<file path="config.mk">
export PLATFORM = sky130hd
export DESIGN_NAME = s27_bist_ctrl_flat
export DESIGN_NICKNAME = d
export VERILOG_FILES = /design/src/rtl/s27_bist_ctrl_if.sv /design/src/rtl/s27_bist_ctrl.sv /design/src/flat_wrapper.sv
export SDC_FILE = /design/constraint.sdc
export NUM_CORES = 1
export LEC_CHECK = 0
export ABC_AREA = 1
export ABC_CLOCK_PERIOD_IN_PS = 1900
export CORE_MARGIN = 1.5
export CORE_UTILIZATION = 51
export CTS_BUF_LIST = sky130_fd_sc_hd__clkbuf_16
export DETAILED_ROUTE_END_ITERATION = 10
export GPL_TIMING_DRIVEN = 0
export PLACE_DENSITY = 0.76
export SLEW_MARGIN = 0
export SYNTH_ARGS = -nofsm -noshare
export SYNTH_HDL_FRONTEND = slang
export SYNTH_SLANG_ARGS = --single-unit
</file>
<file path="constraint.sdc">
create_clock -name CK -period 1.9 [get_ports CK]
set_input_delay 0.38 -clock CK [delete_from_list [all_inputs] [get_ports CK]]
set_output_delay 0.38 -clock CK [all_outputs]
set_load 0.02 [all_outputs]
</file>
<file path="src/rtl/s27_bist_ctrl_if.sv">
// Signal bundle between the s27 BIST sequencer and its core and test host.
// The master side is the sequencer. The slave side is the core plus the host.
interface s27_bist_ctrl_if;
    logic        start;
    logic        abort;
    logic        resp;
    logic [3:0]  pat;
    logic        cut_ce;
    logic        busy;
    logic        done;
    logic        pass;
    logic [7:0]  signature;
    logic [15:0] pat_count;

    modport master (
        input  start, abort, resp,
        output pat, cut_ce, busy, done, pass, signature, pat_count
    );

    modport slave (
        output start, abort, resp,
        input  pat, cut_ce, busy, done, pass, signature, pat_count
    );
endinterface

</file>
<file path="src/rtl/s27_bist_ctrl.sv">
// BIST sequencer for one s27 core: flush, LFSR patterns, MISR compaction, signature check.
// Latency: INIT_CYCLES + NUM_PATTERNS cycles from the start edge to done; pat and cut_ce are registered.
// Backpressure: none; start is sampled only in IDLE/DONE and abort wins from any state.
module s27_bist_ctrl #(
    parameter int unsigned NUM_PATTERNS = 64,
    parameter int unsigned INIT_CYCLES  = 2,
    parameter logic [3:0]  SEED         = 4'b0001,
    parameter logic [7:0]  GOLDEN_SIG   = 8'h00
) (
    input  logic             CK,
    input  logic             RN,
    s27_bist_ctrl_if.master  bus
);

    // An all-zero seed would lock the LFSR, so it is replaced by 0001.
    localparam logic [3:0]  SEED_EFF  = (SEED == 4'b0000) ? 4'b0001 : SEED;
    localparam logic [15:0] LAST_PAT  = 16'(NUM_PATTERNS - 1);
    localparam logic [7:0]  INIT_LAST = 8'(INIT_CYCLES - 1);

    typedef enum logic [1:0] {IDLE, INIT, RUN, DONE} state_t;

    state_t      state, state_nxt;
    logic [3:0]  lfsr, lfsr_nxt;
    logic [3:0]  pat_q, pat_nxt;
    logic        ce_q, ce_nxt;
    logic        pass_q, pass_nxt;
    logic [7:0]  init_cnt, init_cnt_nxt;
    logic [7:0]  sig, sig_nxt;
    logic [15:0] cnt, cnt_nxt;

    function automatic logic [3:0] lfsr_step(input logic [3:0] l);
        return {l[2:0], l[3] ^ l[2]};
    endfunction

    function automatic logic [7:0] misr_step(input logic [7:0] s, input logic r);
        return ({s[6:0], 1'b0} ^ (s[7] ? 8'h1D : 8'h00)) ^ {7'b0, r};
    endfunction

    always_ff @(posedge CK or negedge RN) begin
        if (!RN) begin
            state <= IDLE;
        end else begin
            state <= state_nxt;
        end
    end

    always_comb begin
        state_nxt    = state;
        pat_nxt      = 4'b0000;
        ce_nxt       = 1'b0;
        pass_nxt     = pass_q;
        lfsr_nxt     = lfsr;
        init_cnt_nxt = init_cnt;
        sig_nxt      = sig;
        cnt_nxt      = cnt;
        if (bus.abort) begin
            state_nxt = IDLE;
            pass_nxt  = 1'b0;
        end else begin
            case (state)
                IDLE, DONE: begin
                    if (bus.start) begin
                        state_nxt    = INIT;
                        pat_nxt      = 4'b1111;
                        ce_nxt       = 1'b1;
                        pass_nxt     = 1'b0;
                        lfsr_nxt     = SEED_EFF;
                        init_cnt_nxt = INIT_LAST;
                        sig_nxt      = 8'h00;
                        cnt_nxt      = 16'h0000;
                    end
                end
                INIT: begin
                    ce_nxt = 1'b1;
                    if (init_cnt == 8'd0) begin
                        state_nxt = RUN;
                        pat_nxt   = lfsr;
                    end else begin
                        pat_nxt      = 4'b1111;
                        init_cnt_nxt = init_cnt - 8'd1;
                    end
                end
                RUN: begin
                    // Core DFFs capture on this same edge, so resp belongs to the pattern now on pat.
                    sig_nxt  = misr_step(sig, bus.resp);
                    lfsr_nxt = lfsr_step(lfsr);
                    if (cnt != 16'hFFFF) begin
                        cnt_nxt = cnt + 16'd1;
                    end
                    if (cnt == LAST_PAT) begin
                        state_nxt = DONE;
                        pass_nxt  = (sig_nxt == GOLDEN_SIG);
                    end else begin
                        pat_nxt = lfsr_nxt;
                        ce_nxt  = 1'b1;
                    end
                end
                default: state_nxt = IDLE;
            endcase
        end
    end

    always_ff @(posedge CK or negedge RN) begin
        if (!RN) begin
            pat_q    <= 4'b0000;
            ce_q     <= 1'b0;
            pass_q   <= 1'b0;
            lfsr     <= SEED_EFF;
            init_cnt <= 8'd0;
            sig      <= 8'h00;
            cnt      <= 16'h0000;
        end else begin
            pat_q    <= pat_nxt;
            ce_q     <= ce_nxt;
            pass_q   <= pass_nxt;
            lfsr     <= lfsr_nxt;
            init_cnt <= init_cnt_nxt;
            sig      <= sig_nxt;
            cnt      <= cnt_nxt;
        end
    end

    assign bus.pat       = pat_q;
    assign bus.cut_ce    = ce_q;
    assign bus.busy      = (state == INIT) || (state == RUN);
    assign bus.done      = (state == DONE);
    assign bus.pass      = pass_q;
    assign bus.signature = sig;
    assign bus.pat_count = cnt;

endmodule

</file>
<file path="src/flat_wrapper.sv">
// flat-port wrapper written by rule: the top's interface ports become plain ports
module s27_bist_ctrl_flat 
#(
    parameter int unsigned NUM_PATTERNS = 64,
    parameter int unsigned INIT_CYCLES  = 2,
    parameter logic [3:0]  SEED         = 4'b0001,
    parameter logic [7:0]  GOLDEN_SIG   = 8'h00
)
  (CK, RN, bus_start, bus_abort, bus_resp, bus_pat, bus_cut_ce, bus_busy, bus_done, bus_pass, bus_signature, bus_pat_count);
  s27_bist_ctrl_if bus_i ();
  input  logic CK;
  input  logic RN;
  input wire logic [$bits(bus_i.start)-1:0] bus_start;
  input wire logic [$bits(bus_i.abort)-1:0] bus_abort;
  input wire logic [$bits(bus_i.resp)-1:0] bus_resp;
  output wire logic [$bits(bus_i.pat)-1:0] bus_pat;
  output wire logic [$bits(bus_i.cut_ce)-1:0] bus_cut_ce;
  output wire logic [$bits(bus_i.busy)-1:0] bus_busy;
  output wire logic [$bits(bus_i.done)-1:0] bus_done;
  output wire logic [$bits(bus_i.pass)-1:0] bus_pass;
  output wire logic [$bits(bus_i.signature)-1:0] bus_signature;
  output wire logic [$bits(bus_i.pat_count)-1:0] bus_pat_count;
  assign bus_i.start = bus_start;
  assign bus_i.abort = bus_abort;
  assign bus_i.resp = bus_resp;
  assign bus_pat = bus_i.pat;
  assign bus_cut_ce = bus_i.cut_ce;
  assign bus_busy = bus_i.busy;
  assign bus_done = bus_i.done;
  assign bus_pass = bus_i.pass;
  assign bus_signature = bus_i.signature;
  assign bus_pat_count = bus_i.pat_count;
  s27_bist_ctrl #(.NUM_PATTERNS(NUM_PATTERNS), .INIT_CYCLES(INIT_CYCLES), .SEED(SEED), .GOLDEN_SIG(GOLDEN_SIG)) u_core (.CK(CK), .RN(RN), .bus(bus_i));
endmodule
</file>
Yosys cells after proc, flatten, opt, wreduce, memory -nomap -nowiden

Index checks and enable logic that the tools add are counted.

Register bits: 44
Input port bits: 5

Add/subtract/negate cells: 2
Bitwise logic cells: 4
Muxes and demuxes: 29
Reductions and logical operators: 13
Equality and inequality tests: 11

Operators with widths:

| kind                  | number |
|---|---|
| $mux 16               | 2 |
| $pmux 16 s2           | 1 |
| $pmux 8 s2            | 2 |
| $mux 8                | 3 |
| $mux 4                | 5 |
| $add 16x1->16 const B | 1 |
| $eq 16x6->1 const B   | 1 |
| $logic_not 8->1       | 2 |
| $ne 16x16->1 const B  | 1 |
| $pmux 4 s3            | 1 |
| $reduce_and 3->1      | 3 |
| $mux 2                | 4 |
| $pmux 4 s2            | 1 |
| $reduce_and 4->1      | 2 |
| $sub 8x1->8 const B   | 1 |
| $xor 8x1->8           | 1 |
| $xor 8x8->8           | 1 |
| $mux 1                | 6 |
| $ne 3x2->1 const B    | 2 |
| $pmux 2 s3            | 1 |
| $mux 5                | 1 |
| $eq 2x2->1 const B    | 2 |
| $ne 2x2->1 const B    | 2 |
| $reduce_bool 2->1     | 2 |
| other kinds (11)      | 11 |

Depth between registers and ports, before layout

Depth in word-level cells: 7
Mapped depth: 11
Gate-level depth less buffers: 11

Worst setup path before layout

Ideal clock, no wire load.

Path kind: reg2reg
From: register u_core.state[0]
To: register u_core.cnt[11] (netlist: u_core.bus.pat_count[11])
Stages on the path, launching flop included: 10
Arrival: 1.538 ns
Setup time: 0.083 ns
Path buffers: 0
Period minus slack after synthesis: 1.621 ns
Slack: 0.279 ns
Path through: dfrtp_1 inv_1 ha_1 nand2_1 nand2_2 nor2_4 inv_1 nor2_4 nand2_1 o21ai_0

Cells in the longest elaborated chain, start to end: 4
Elaborated cells on any way between the ends: 9
Classes of those cells: 4 x eq/ne; 1 x mux; 4 x reduce/logical

RTL lines:

| element                                                          | RTL line             | RTL |
|---|---|---|
| start, declared                                                  | s27_bist_ctrl.sv:22  | `state_t state, state_nxt;` |
| start signal, assigned                                           | s27_bist_ctrl.sv:43  | `state <= state_nxt;` |
| $eq 2x2->1 or $logic_not 2->1 (tied branches)                    | s27_bist_ctrl.sv:60  | `case (state)` |
| $reduce_or 2->1                                                  | s27_bist_ctrl.sv:60  |  |
| $ne 2x2->1 (no source line) or $reduce_bool 2->1 (tied branches) | -                    |  |
| $reduce_and 4->1 (no source line)                                | -                    |  |
| end signal, assigned                                             | s27_bist_ctrl.sv:119 | `cnt <= cnt_nxt;` |
| end, declared                                                    | s27_bist_ctrl.sv:29  | `logic [15:0] cnt, cnt_nxt;` |

Several ways; a longest one is shown, not always the timed one.
A chain may end at the register's enable or synchronous reset.

Worst setup path after layout

From: register u_core.state[0]
To: output port bus_done

Cells in the longest elaborated chain, start to end: 1

RTL lines:

| element       | RTL line             | RTL |
|---|---|---|
| $eq 2x2->1    | s27_bist_ctrl.sv:126 | `assign bus.done = (state == DONE);` |
| end, declared | flat_wrapper.sv:19   | `output wire logic [$bits(bus_i.done)-1:0] bus_done;` |

No other way between the ends.

==> impl_metrics.tcl <==
set metrics [dict create \
    start_util_pct 53.4 \
    nets 414 \
    core_um2 4790 \
    port_buffers 36 \
    track_usage_pct 23.6 \
    ios 37 \
    drive_gt1_share_pct 8.64 \
    min_period_over_period_pct 95.1 \
    overflow 0 \
    arrival_ns 1.43 \
    htree_levels 2 \
    finalCriticalPeriod_ns 1.81 \
    wirelength_mm 5.67 \
    fp.dieW_um 73.8 \
    grt_pass1_vias 2253 \
    antenna_left 0 \
    crit_required_ns 1.52 \
    place_area_um2 3020 \
    syn_area_um2 2560 \
    syn_inst 357 \
    cts_buffers 5 \
    viasPerCell 5.08 \
    avgSynthCellArea_um2 7.16 \
    die-height_um 73.8 \
    power_leakage_nw 1.51 \
    synth_edf_count 0 \
    setup_violations 0 \
    tns_ns 0 \
    final_area_um2 3190 \
    cp.buffers_inverters 1 \
    crit_type "flip-flop to output pin" \
    initialDrtViolationCount 139 \
    vias 2396 \
    clk_path_buf_depth 2 \
    relSlewSlack_pct 64.7 \
    power_density_nw_per_um2 1120 \
    firstDrtPassIters 4 \
    clock-sinks 44 \
    grt_pass1_wl_mm 9.77 \
    seq_area_frac_synth_pct 43.1 \
    r2r-end "u_core.bus.pat_count[6]" \
    cts-root-buf "clkbuf_16" \
    status "finished, final reports clean" \
    grt_max_degree 24 \
    r2r_start "u_core.state[0]" \
    worst_hold_path_type "input port to asynchronous set/reset pin" \
    avgRoutedWirePerCell_um 12.0 \
    num_antenna_cells 0 \
    insertion_delay_ns 0.28 \
    finalHoldViolCount 0 \
    synth_top_flop_cell "dfrtp_1" \
    cts.clk_slew.worst_paths_ns 0.06 \
    ys_types 32 \
    finalClockSkew_ns 0.00263 \
    ys_ff_latch 44 \
    async_reset_ff_share_pct 100 \
    fmax_mhz 553 \
    syn_nets 367 \
    grt_setup_unrepaired "yes" \
    multiInputGateArea_um2 1230 \
    drc 0 \
    hpwl_mm 4.14 \
    cp_top_family "buffers and inverters" \
    cp_max_fo 4 \
    die_area_um2 5450 \
    rows 25 \
    end_kind "output pin" \
    tightest_slew_ns 0.529 \
    fillers 408 \
    antenna_found_initial 0 \
    gp_congestion 0.901 \
    start_kind "flip-flop" \
    rrSetupSlack_ns 0.10 \
    ir_worst_vdd_uv 914 \
    regArea_um2 1100 \
    worstPathCellList "ha_1, clkdlybuf4s50_1" \
    reg2regPathDepth 10 \
    max_cap_violations 0 \
    report.final.slew_viol_count 0 \
    area_growth_pct 24.8 \
    critPathMaxStageDelay_ns 0.53 \
    synth_warnings 0 \
    cts_tree "done" \
    cp_slowest_cell "clkdlybuf4s50_1" \
]
-- report_power, final --
part | internal, mW | switching, mW | leakage (nW)
Combinational | 0.549 | 0.985 | 0.842
Clock | 0.473 | 0.331 | 0.0738
Sequential | 1.11 | 0.127 | 0.598
-- cells in the final DEF, fill, tap and decap left out, types with 3 or more instances in the layout --
cell type	netlist	routed
buf_4	1	4
clkbuf_16	0	5
clkbuf_2	1	3
clkdlybuf4s50_1	0	34
dfrtp_1	43	43
ha_1	5	5
inv_1	49	49
inv_2	2	4
nand2_1	110	108
nand2_2	5	6
nand3_1	35	35
nand4_1	4	4
nor2_1	41	40
nor2_4	3	3
o21ai_0	23	22
o22ai_1	7	7
xor2_1	6	6
-- per-stage QoR --
stage	total power, mW	cells	util (%)	setup slack [ns]	hold WS (ns)
after global routing	3.84	472	66.7	-0.0364	0.113
after CTS	3.56	471	66.4	0.00912	0.0850
after global placement	2.70	460	62.7	-0.718	0.474
after detailed placement	2.73	461	63.2	-0.223	0.386
after floorplan	2.28	357	-	0.279	0.0844
final	3.57	472	66.7	0.0931	0.0714
-- state kept, by name, summed over array words and instances (netlist names) --
signal	cells
u_core.bus.pat_count	16
u_core.bus.signature	8
u_core.lfsr	4
u_core.bus.cut_ce	1
u_core.bus.pass	1
u_core.init_cnt	8
u_core.bus.pat	4
u_core.state	2
-- layer usage --
| layer | share of wire (%) | GRT usage (%) | up-vias |
|---|---|---|---|
| met5 | 0 | 0 | - |
| met2 | 50 | 40.1 | 49 |
| met1 | 45 | 29.2 | 1113 |
| li1 | - | - | 1224 |
| met4 | 1.7 | 8.85 | 0 |
| met3 | 3.0 | 5.08 | 10 |
-- worst max-delay path by stage --
stage	slack (ns)	startpoint	cells after the start	end
5_1_grt	-0.04	u_core.state[0]	10	u_core.bus.pat_count[6]
6_report	0.09	u_core.state[0]	2	bus_done
2_1_floorplan	0.28	u_core.state[0]	9	u_core.bus.pat_count[11]
4_1_cts	0.009	u_core.state[0]	11	u_core.bus.pat_count[1]
3_5_place_dp	-0.22	bus_abort	10	u_core.bus.pat_count[1]
3_3_place_gp	-0.72	RN	1	u_core.init_cnt[0]
-- repair_timing --
| item | in CTS | in global routing |
|---|---|---|
| hold buffers | 0 | 0 |
| gates resized for setup | 4 | 7 |
| pin swaps | 1 | 2 |
| setup buffers | 2 | 1 |
| endpoints found under the setup margin | 9 | 24 |
-- cell families (layout without fill, tap and decap cells) --
family	count (synthesis)	after routing	synth area share (%)
and+or+nand+nor	203	203	33.9
adders and majority gates	5	5	2.45
buffers and inverters	58	106	9.35
DFF	44	44	43.1
xor gates and xnor gates	7	7	2.40
AOI/OAI and AO/OA	40	40	8.81
-- synthesized netlist by cell type, drive strengths merged (2+ instances only) --
library cell | n | share of area (%)
nor3 | 2 | 0.39
o21ai | 24 | 4.7
buf | 5 | 1.5
o22ai | 7 | 1.7
nand4 | 4 | 0.98
o21bai | 2 | 0.59
inv | 51 | 7.5
a21oi | 2 | 0.39
ha | 5 | 2.4
nand2 | 115 | 17
dfrtp | 43 | 42
nand3 | 36 | 7.2
o31ai | 2 | 0.59
clkbuf | 2 | 0.34
xor2 | 6 | 2.1
nor2 | 44 | 7.3
-- final cells by class --
cell class	instances	area share [%]
multi-input cells	255	38.5
flip-flops and latches	44	34.5
repair buffers	40	12.5
inverters	51	6.00
clock buffers	5	3.92
well taps	67	2.63
plain buffers	7	1.53
clock inverters	3	0.353
Power figures use the tool's default switching activity.
